File: config.mk
export PLATFORM = sky130hd
export DESIGN_NAME = tuner_pwr_detect_phy
export DESIGN_NICKNAME = d
export VERILOG_FILES = /design/src/rtl/tuner_pwr_detect_phy.sv
export SDC_FILE = /design/constraint.sdc
export NUM_CORES = 1
export LEC_CHECK = 0
export ABC_AREA = 1
export ABC_CLOCK_PERIOD_IN_PS = 2500
export CORE_ASPECT_RATIO = 2
export CORE_MARGIN = 2
export CORE_UTILIZATION = 45
export CTS_CLUSTER_DIAMETER = 80
export DETAILED_ROUTE_END_ITERATION = 8
export PLACE_DENSITY = 0.68
export SKIP_LAST_GASP = 1
export SLEW_MARGIN = 20
export SYNTH_ARGS = -nofsm -noshare
export SYNTH_HDL_FRONTEND = slang
export SYNTH_SLANG_ARGS = --single-unit
File: constraint.sdc
create_clock -name i_clk -period 2.5 [get_ports i_clk]
set_input_delay 0.375 -clock i_clk [delete_from_list [all_inputs] [get_ports i_clk]]
set_output_delay 0.375 -clock i_clk [all_outputs]
set_load 0.1 [all_outputs]
File: src/rtl/tuner_pwr_detect_phy.sv
`default_nettype none
// +--------------------------------------------------------------------------+
// | tuner_pwr_detect_phy : settle, average N ADC samples, strobe power.      |
// | Option: TUNER_PWR_DETECT_PEAK_TRACK_EN adds peak/tune-code tracking.     |
// | Rev 1.0                                                                  |
// +--------------------------------------------------------------------------+
module tuner_pwr_detect_phy #(
  parameter int ADC_WIDTH = 8,
  parameter int DAC_WIDTH = 8
) (
  input  logic                 i_clk,
  input  logic                 i_rst_n,
  input  logic [7:0]           i_cfg_settle_cycles,
  input  logic [2:0]           i_cfg_avg_log2,
  input  logic                 i_adc_val,
  input  logic [ADC_WIDTH-1:0] i_adc_data,
  input  logic                 i_pwr_detect_active,
  input  logic                 i_pwr_detect_refresh,
`ifdef TUNER_PWR_DETECT_PEAK_TRACK_EN
  input  logic [DAC_WIDTH-1:0] i_dig_ring_tune,
  output logic [ADC_WIDTH-1:0] o_pwr_peak,
  output logic [DAC_WIDTH-1:0] o_pwr_peak_code,
`endif
  output logic                 o_pwr_detect_update,
  output logic [ADC_WIDTH-1:0] o_pwr_detect_pwr
);

  localparam int ACC_W = ADC_WIDTH + 4;

  if (ADC_WIDTH < 1 || DAC_WIDTH < 1) begin : g_param_check
    $error("tuner_pwr_detect_phy: widths must be >= 1");
  end

  typedef enum logic [1:0] {
    PD_IDLE   = 2'd0,
    PD_SETTLE = 2'd1,
    PD_ACCUM  = 2'd2,
    PD_UPDATE = 2'd3
  } pd_state_e;

  pd_state_e            state_q, state_d;
  logic [7:0]           settle_q, settle_d;
  logic [ACC_W-1:0]     acc_q, acc_d;
  logic [4:0]           cnt_q, cnt_d;
  logic [2:0]           shift_q, shift_d;
  logic [ADC_WIDTH-1:0] pwr_q, pwr_d;

  logic [2:0]       shift_cfg;
  logic [ACC_W-1:0] sum;
  logic [4:0]       last_idx;

  assign shift_cfg = (i_cfg_avg_log2 > 3'd4) ? 3'd4 : i_cfg_avg_log2;
  assign sum       = acc_q + {4'b0000, i_adc_data};
  assign last_idx  = (5'd1 << shift_q) - 5'd1;

  always_comb begin
    state_d  = state_q;
    settle_d = settle_q;
    acc_d    = acc_q;
    cnt_d    = cnt_q;
    shift_d  = shift_q;
    pwr_d    = pwr_q;
    if (i_pwr_detect_refresh) begin
      state_d  = PD_IDLE;
      settle_d = 8'd0;
      acc_d    = '0;
      cnt_d    = 5'd0;
      pwr_d    = '0;
    end else begin
      case (state_q)
        PD_IDLE: begin
          if (i_pwr_detect_active) begin
            if (i_cfg_settle_cycles != 8'd0) begin
              state_d  = PD_SETTLE;
              settle_d = i_cfg_settle_cycles;
            end else begin
              state_d = PD_ACCUM;
              shift_d = shift_cfg;
            end
          end
        end
        PD_SETTLE: begin
          if (!i_pwr_detect_active) begin
            state_d = PD_IDLE;
          end else if (settle_q <= 8'd1) begin
            state_d = PD_ACCUM;
            shift_d = shift_cfg;
          end else begin
            settle_d = settle_q - 8'd1;
          end
        end
        PD_ACCUM: begin
          if (!i_pwr_detect_active) begin
            state_d = PD_IDLE;
            acc_d   = '0;
            cnt_d   = 5'd0;
          end else if (i_adc_val) begin
            acc_d = sum;
            cnt_d = cnt_q + 5'd1;
            if (cnt_q == last_idx) begin
              // Truncating divide by N; the sum already includes this sample.
              pwr_d   = sum[shift_q +: ADC_WIDTH];
              state_d = PD_UPDATE;
            end
          end
        end
        PD_UPDATE: begin
          acc_d = '0;
          cnt_d = 5'd0;
          if (i_pwr_detect_active) begin
            if (i_cfg_settle_cycles != 8'd0) begin
              state_d  = PD_SETTLE;
              settle_d = i_cfg_settle_cycles;
            end else begin
              state_d = PD_ACCUM;
              shift_d = shift_cfg;
            end
          end else begin
            state_d = PD_IDLE;
          end
        end
        default: state_d = PD_IDLE;
      endcase
    end
  end

  always_ff @(posedge i_clk or negedge i_rst_n) begin
    if (!i_rst_n) begin
      state_q  <= PD_IDLE;
      settle_q <= 8'd0;
      acc_q    <= '0;
      cnt_q    <= 5'd0;
      shift_q  <= 3'd0;
      pwr_q    <= '0;
    end else begin
      state_q  <= state_d;
      settle_q <= settle_d;
      acc_q    <= acc_d;
      cnt_q    <= cnt_d;
      shift_q  <= shift_d;
      pwr_q    <= pwr_d;
    end
  end

  // The strobe is a pure state decode, so a refresh arriving in PD_UPDATE
  // cannot suppress the strobe already being presented.
  assign o_pwr_detect_update = (state_q == PD_UPDATE);
  assign o_pwr_detect_pwr    = pwr_q;

`ifdef TUNER_PWR_DETECT_PEAK_TRACK_EN
  logic [ADC_WIDTH-1:0] peak_q;
  logic [DAC_WIDTH-1:0] peak_code_q;

  always_ff @(posedge i_clk or negedge i_rst_n) begin
    if (!i_rst_n) begin
      peak_q      <= '0;
      peak_code_q <= '0;
    end else if (i_pwr_detect_refresh) begin
      peak_q      <= '0;
      peak_code_q <= '0;
    end else if (state_q == PD_UPDATE && pwr_q > peak_q) begin
      peak_q      <= pwr_q;
      peak_code_q <= i_dig_ring_tune;
    end
  end

  assign o_pwr_peak      = peak_q;
  assign o_pwr_peak_code = peak_code_q;
`endif

endmodule
`default_nettype wire

After elaboration in Yosys (flattened, before gate mapping) --
Index checks and enable logic that the tools add are counted. W data, S select, Z words.
Storage, ports and cells: register bits 38, input bits 24, output and inout port bits 9, word-level logic and storage cells 81
Operators by class: add/subtract/negate cells 4, $lt $le $gt $ge 2, eq/ne operators 16, shifts and indexed selects 2, multiplexer cells 35, bitwise gates (word level) 1, reductions and logical operators 15
Operators with widths (number):
- $mux W8 | 10
- $mux W12 | 3
- $pmux W12 S2 | 1
- $mux W2 | 9
- $pmux W8 S2 | 1
- $mux W3 | 5
- $mux W5 | 3
- $add A12 B8 Y12 | 1
- $ne A4 B4 Y1 const B | 3
- $shiftx A12 B4 Y8 | 1
- $pmux W5 S2 | 1
- $reduce_bool A2 Y1 | 5
- $ne A3 B3 Y1 const B | 3
- $le A8 B1 Y1 const B | 1
- $pmux W2 S4 | 1
- $reduce_and A4 Y1 | 2
- $reduce_bool A8 Y1 | 1
- $sub A8 B1 Y8 const B | 1
- $ne A2 B2 Y1 const B | 3
- $ne A3 B1 Y1 const B | 2
- $pmux W3 S2 | 1
- $reduce_and A6 Y1 | 1
- $reduce_bool A3 Y1 | 2
- $add A5 B1 Y5 const B | 1
- other kinds (12) | 13

Logic depth before layout (Yosys ltp) --
word-level depth 8, mapped depth 16, mapped depth without buffers 15

Least setup slack after synthesis --
No wires, ideal clock.
path kind reg2reg, start point register state_q[0], end point register cnt_q[3], library setup time 0.123 ns, arrival time 2.076 ns, data required time 2.377 ns, path slack 0.301 ns, cell stages (with the launch flop) 10, path buffers 1, period minus slack after synthesis 2.199 ns, cell sequence dfrtp_1 > ha_1 > inv_1 > nand2_1 > nand2_1 > buf_2 > nor2_1 > nand3_1 > o21ai_0 > a21oi_1
On the way: cells in the longest elaborated chain, start to end 3, elaborated cells on any way between the ends 7, those cells by class eq/ne: 3; mux: 2; reduce/logical: 2
RTL lines:
- start: declaration | line 41 | pd_state_e state_q, state_d;
- start signal: assignment | line 136 | state_q <= state_d;
- $eq A2 B2 Y1 *
- named net o_pwr_detect_update | line 24 | output logic o_pwr_detect_update,
- $pmux W5 S2 or $reduce_bool A3 Y1 (tied branches)
- $mux W5 or $reduce_and A2 Y1 (tied branches)
- end signal: assignment | line 139 | cnt_q <= cnt_d;
- end: declaration | line 44 | logic [4:0] cnt_q, cnt_d;
Mark *: on every way through the listed nets, which the timed path passes. The rest lies on a longest branch. A chain may end at the register's enable or synchronous reset.

Worst setup path after layout --
start point input port i_adc_data[0], end point register pwr_q[4], in the netlist o_pwr_detect_pwr[4]
On the way: cells in the longest elaborated chain, start to end 7
RTL lines:
- start: declaration | line 16 | input logic [ADC_WIDTH-1:0] i_adc_data,
- $add A12 B8 Y12 | line 53 | assign sum = acc_q + {4'b0000, i_adc_data};
- $shiftx A12 B4 Y8 | line 102 | pwr_d = sum[shift_q +: ADC_WIDTH];
- $mux W8 | line 100 | if (cnt_q == last_idx) begin
- $mux W8 | line 97 | end else if (i_adc_val) begin
- $mux W8 | line 93 | if (!i_pwr_detect_active) begin
- $mux W8 | line 70 | case (state_q)
- $mux W8 | line 63 | if (i_pwr_detect_refresh) begin
- end signal: assignment | line 141 | pwr_q <= pwr_d;
- end: declaration | line 46 | logic [ADC_WIDTH-1:0] pwr_q, pwr_d;
No other way between the ends. The select of a mux whose other input is x is not followed.

==> results.cfg <==
[finish]
layout_cells_sized_above_1_pct = 9.24
number_of_diodes = 0
register_area_sq_um = 951
nets = 538
stdcell_count = 586
multiInputGateArea_sq_um = 1770
flow.area_growth_from_synthesis_pct = 22.6
stdcell_area_sq_um = 3700
fillCellCount = 656

[yosys]
synth_top_cell_area_share_pct = 31.5
dominantRegCellSynth = sky130_fd_sc_hd__dfrtp_1
syn_area_sq_um = 3010
post-synth-top-count-cell = sky130_fd_sc_hd__nand2_1
syn-num-nets = 493
synth_warnings = 0
avgSynthCellArea_sq_um = 6.67
synth-edff-count = 0
synth_sequential_area_ratio_pct = 31.5
asyncSetResetFlopFracSynth_pct = 100
post_synthesis_cell_type_count = 34
ys_top_cells_by_count = sky130_fd_sc_hd__nand2_1 (126), sky130_fd_sc_hd__nand3_1 (72), sky130_fd_sc_hd__inv_1 (65)
synth_seq_cells = 38
synthTopCellsByArea = sky130_fd_sc_hd__dfrtp_1 (32%), sky130_fd_sc_hd__nand2_1 (16%), sky130_fd_sc_hd__nand3_1 (12%), sky130_fd_sc_hd__inv_1 (8.1%), sky130_fd_sc_hd__ha_1 (6.6%)
synth_area_leader_cell = sky130_fd_sc_hd__dfrtp_1
synth_cells = 452

[grt]
global_route.usage.total_pct = 24.7
overflow_after_grt = 0
globalRouteMet3Util_pct = 3.66
grt_first_pass_wirelength_um = 13600
vias_in_the_first_global_route = 3178
antenna_violations_before_repair = 0
grt_start_max_net_pins = 39
grtUsageMet2_pct = 48.4
global_route.peak_usage_layer = met2
grt_met1_usage_pct = 21.8

[timing]
timing.final.crit_share_pct = 88.0
max_slew_headroom_at_the_worst_pin_pct = 40.7
report.final.setup_viol = 0
setup_repair_after_global_routing_missed_its_margin = no
fmaxAchievable_mhz = 454
worst-slew-pin-transition_ns = 0.889
final_max_slew_viol_count = 0
timing_hold_violations_final = 0
min_period_ns = 2.20
clock_skew_ns = 0.00834

[worst_setup_path]
cp_data_arrival_time_ns = 2.39
start_kind = input port
crit_path_max_fanout = 4
cp_data_required_time_ns = 2.69
crit_type = input port to flop
r2r_setup_slack_ns = 0.42
worst_setup_path_end_kind = flop

[cts]
cts.root.buffer_cell = sky130_fd_sc_hd__clkbuf_16
cts_hold_repair.buffers = 0
cts_inserted_buffers = 5
cts_tree = built
clockBufferDepth = 2
clkLatencyLatePin_ns = 0.30
tritoncts_num_sinks = 38
path_clk_slew_ns = 0.06
clock_tree.htree_level_count = 2

[detailed_routing]
via_per_inst = 5.31
antenna_violating_nets_left = 0
drcViolationCount = 0
routed_wirelength_um = 8210
drt_first_pass_iters = 5
avgRoutedWirePerCell_um = 14.0
dr_total_vias = 3111
drt_iter0_markers = 130

[pwr]
irDropWorstVdd_mv = 0.612
static_leakage_nw = 1.95
cellPowerDensity_nw_per_um2 = 948

[floorplanning]
floorplan.rows = 42
die_area_sq_um = 7410
core_area_sq_um = 6570
die_h_um = 120
io-pin-count = 33
die_x_um = 61.9
initial_utilization_pct = 45.9

[placement]
post-place-cells = 578
postPlaceCellArea_sq_um = 3490
buffer_ports.inserted = 32
post-dp-hpwl_um = 6660
gp_congestion = 0.967

[run]
max-cap-violations = 0

[run_status]
status = finished, final reports clean

[min_path]
hold_class = input port to async pin
==> placed cells by master, fill, tap and decap left out, drive strengths merged, types with 2 or more instances in the layout <==
master         count
dfrtp             38
nand3             72
nand2            127
o22ai             12
clkdlybuf4s50     22
buf               27
o31ai              3
xor2               7
o21ai             35
nand3b             2
nor2              29
nand4              8
and2               5
bufinv             2
inv               65
a21oi             10
or2                3
ha                16
clkbuf             6
==> worst max-delay path, cell delays in order <==
cell and delay (ns):
sky130_fd_sc_hd__clkdlybuf4s50_1 0.40, sky130_fd_sc_hd__ha_1 0.22, sky130_fd_sc_hd__fa_1 0.40, sky130_fd_sc_hd__nand2_1 0.11
sky130_fd_sc_hd__nand3_2 0.11, sky130_fd_sc_hd__nand3_1 0.11, sky130_fd_sc_hd__nand2_1 0.06, sky130_fd_sc_hd__nand2_1 0.09
sky130_fd_sc_hd__nand3_1 0.10, sky130_fd_sc_hd__nand3_1 0.12, sky130_fd_sc_hd__nand3_1 0.08, sky130_fd_sc_hd__nand2_1 0.06
sky130_fd_sc_hd__inv_1 0.05, sky130_fd_sc_hd__nand2_1 0.06, sky130_fd_sc_hd__nand2_1 0.05
==> power by group <==
part,total (W),switching (W),internal (W)
Sequential,0.000851,0.000117,0.000734
Clock,0.000873,0.000273,0.000600
Combinational,0.00178,0.00110,0.000677
Total,0.00350,0.00149,0.00201
==> layer usage <==
| layer | vias up | share of wire, % |
|---|---|---|
| met3 | 26 | 2.6 |
| met5 | - | 0 |
| met2 | 58 | 58 |
| met1 | 1456 | 35 |
| met4 | 0 | 3.8 |
| li1 | 1571 | - |
==> final timing paths <==
path | from | end | cells past startpoint
worst min-delay path | i_rst_n | settle_q[5] | 1
worst min register to register | o_pwr_detect_pwr[4] | o_pwr_detect_pwr[4] | 2
worst max-delay path | i_adc_data[0] | o_pwr_detect_pwr[4] | 15
max in group asynchronous | i_rst_n | acc_q[0] | 1
worst max register to register | acc_q[0] | o_pwr_detect_pwr[4] | 14
min in group i_clk | o_pwr_detect_pwr[4] | o_pwr_detect_pwr[4] | 2
==> area by class of cell <==
cell class / count / area share (%)
clock buffer: 6 / 3.76
clock inverter: 2 / 1.62
inverter: 66 / 6.74
multi-input combinational: 337 / 47.8
sequential: 38 / 25.7
tap: 88 / 2.98
timing repair buffer: 49 / 11.4
==> sequential cells by signal, summed over array words and instances, names as in the netlist <==
signal / cells
cnt_q: 5
shift_q: 3
state_q: 2
acc_q: 12
settle_q: 8
o_pwr_detect_pwr: 8
==> cell families after synthesis <==
kind of cell,count (synthesis),synth area share [%]
flops,38,31.5
compound gates,65,12.5
xor+xnor,8,2.57
buf+inv,77,10.0
fa+ha+maj,17,7.31
simple gates,247,36.1
==> through the flow <==
step           worst slack, ns  setup TNS [ns]  util, %  hold WS [ns]  power, W
2_1_floorplan            0.301               0        -        0.0794   0.00214
3_3_place_gp           -0.0231         -0.0231     53.2         0.465   0.00260
3_5_place_dp           -0.0770          -0.152     53.2         0.474   0.00262
4_1_cts                  0.247               0     56.2         0.244   0.00350
5_1_grt                 0.0295               0     56.3         0.285   0.00379
6_report                 0.299               0     56.3         0.203   0.00350
==> repair_timing <==
item                                    4_1_cts  5_1_grt
resized for setup                             0        1
setup buffers                                 0        0
endpoints found under the setup margin        0        1
(Power assumes the default switching activity.)
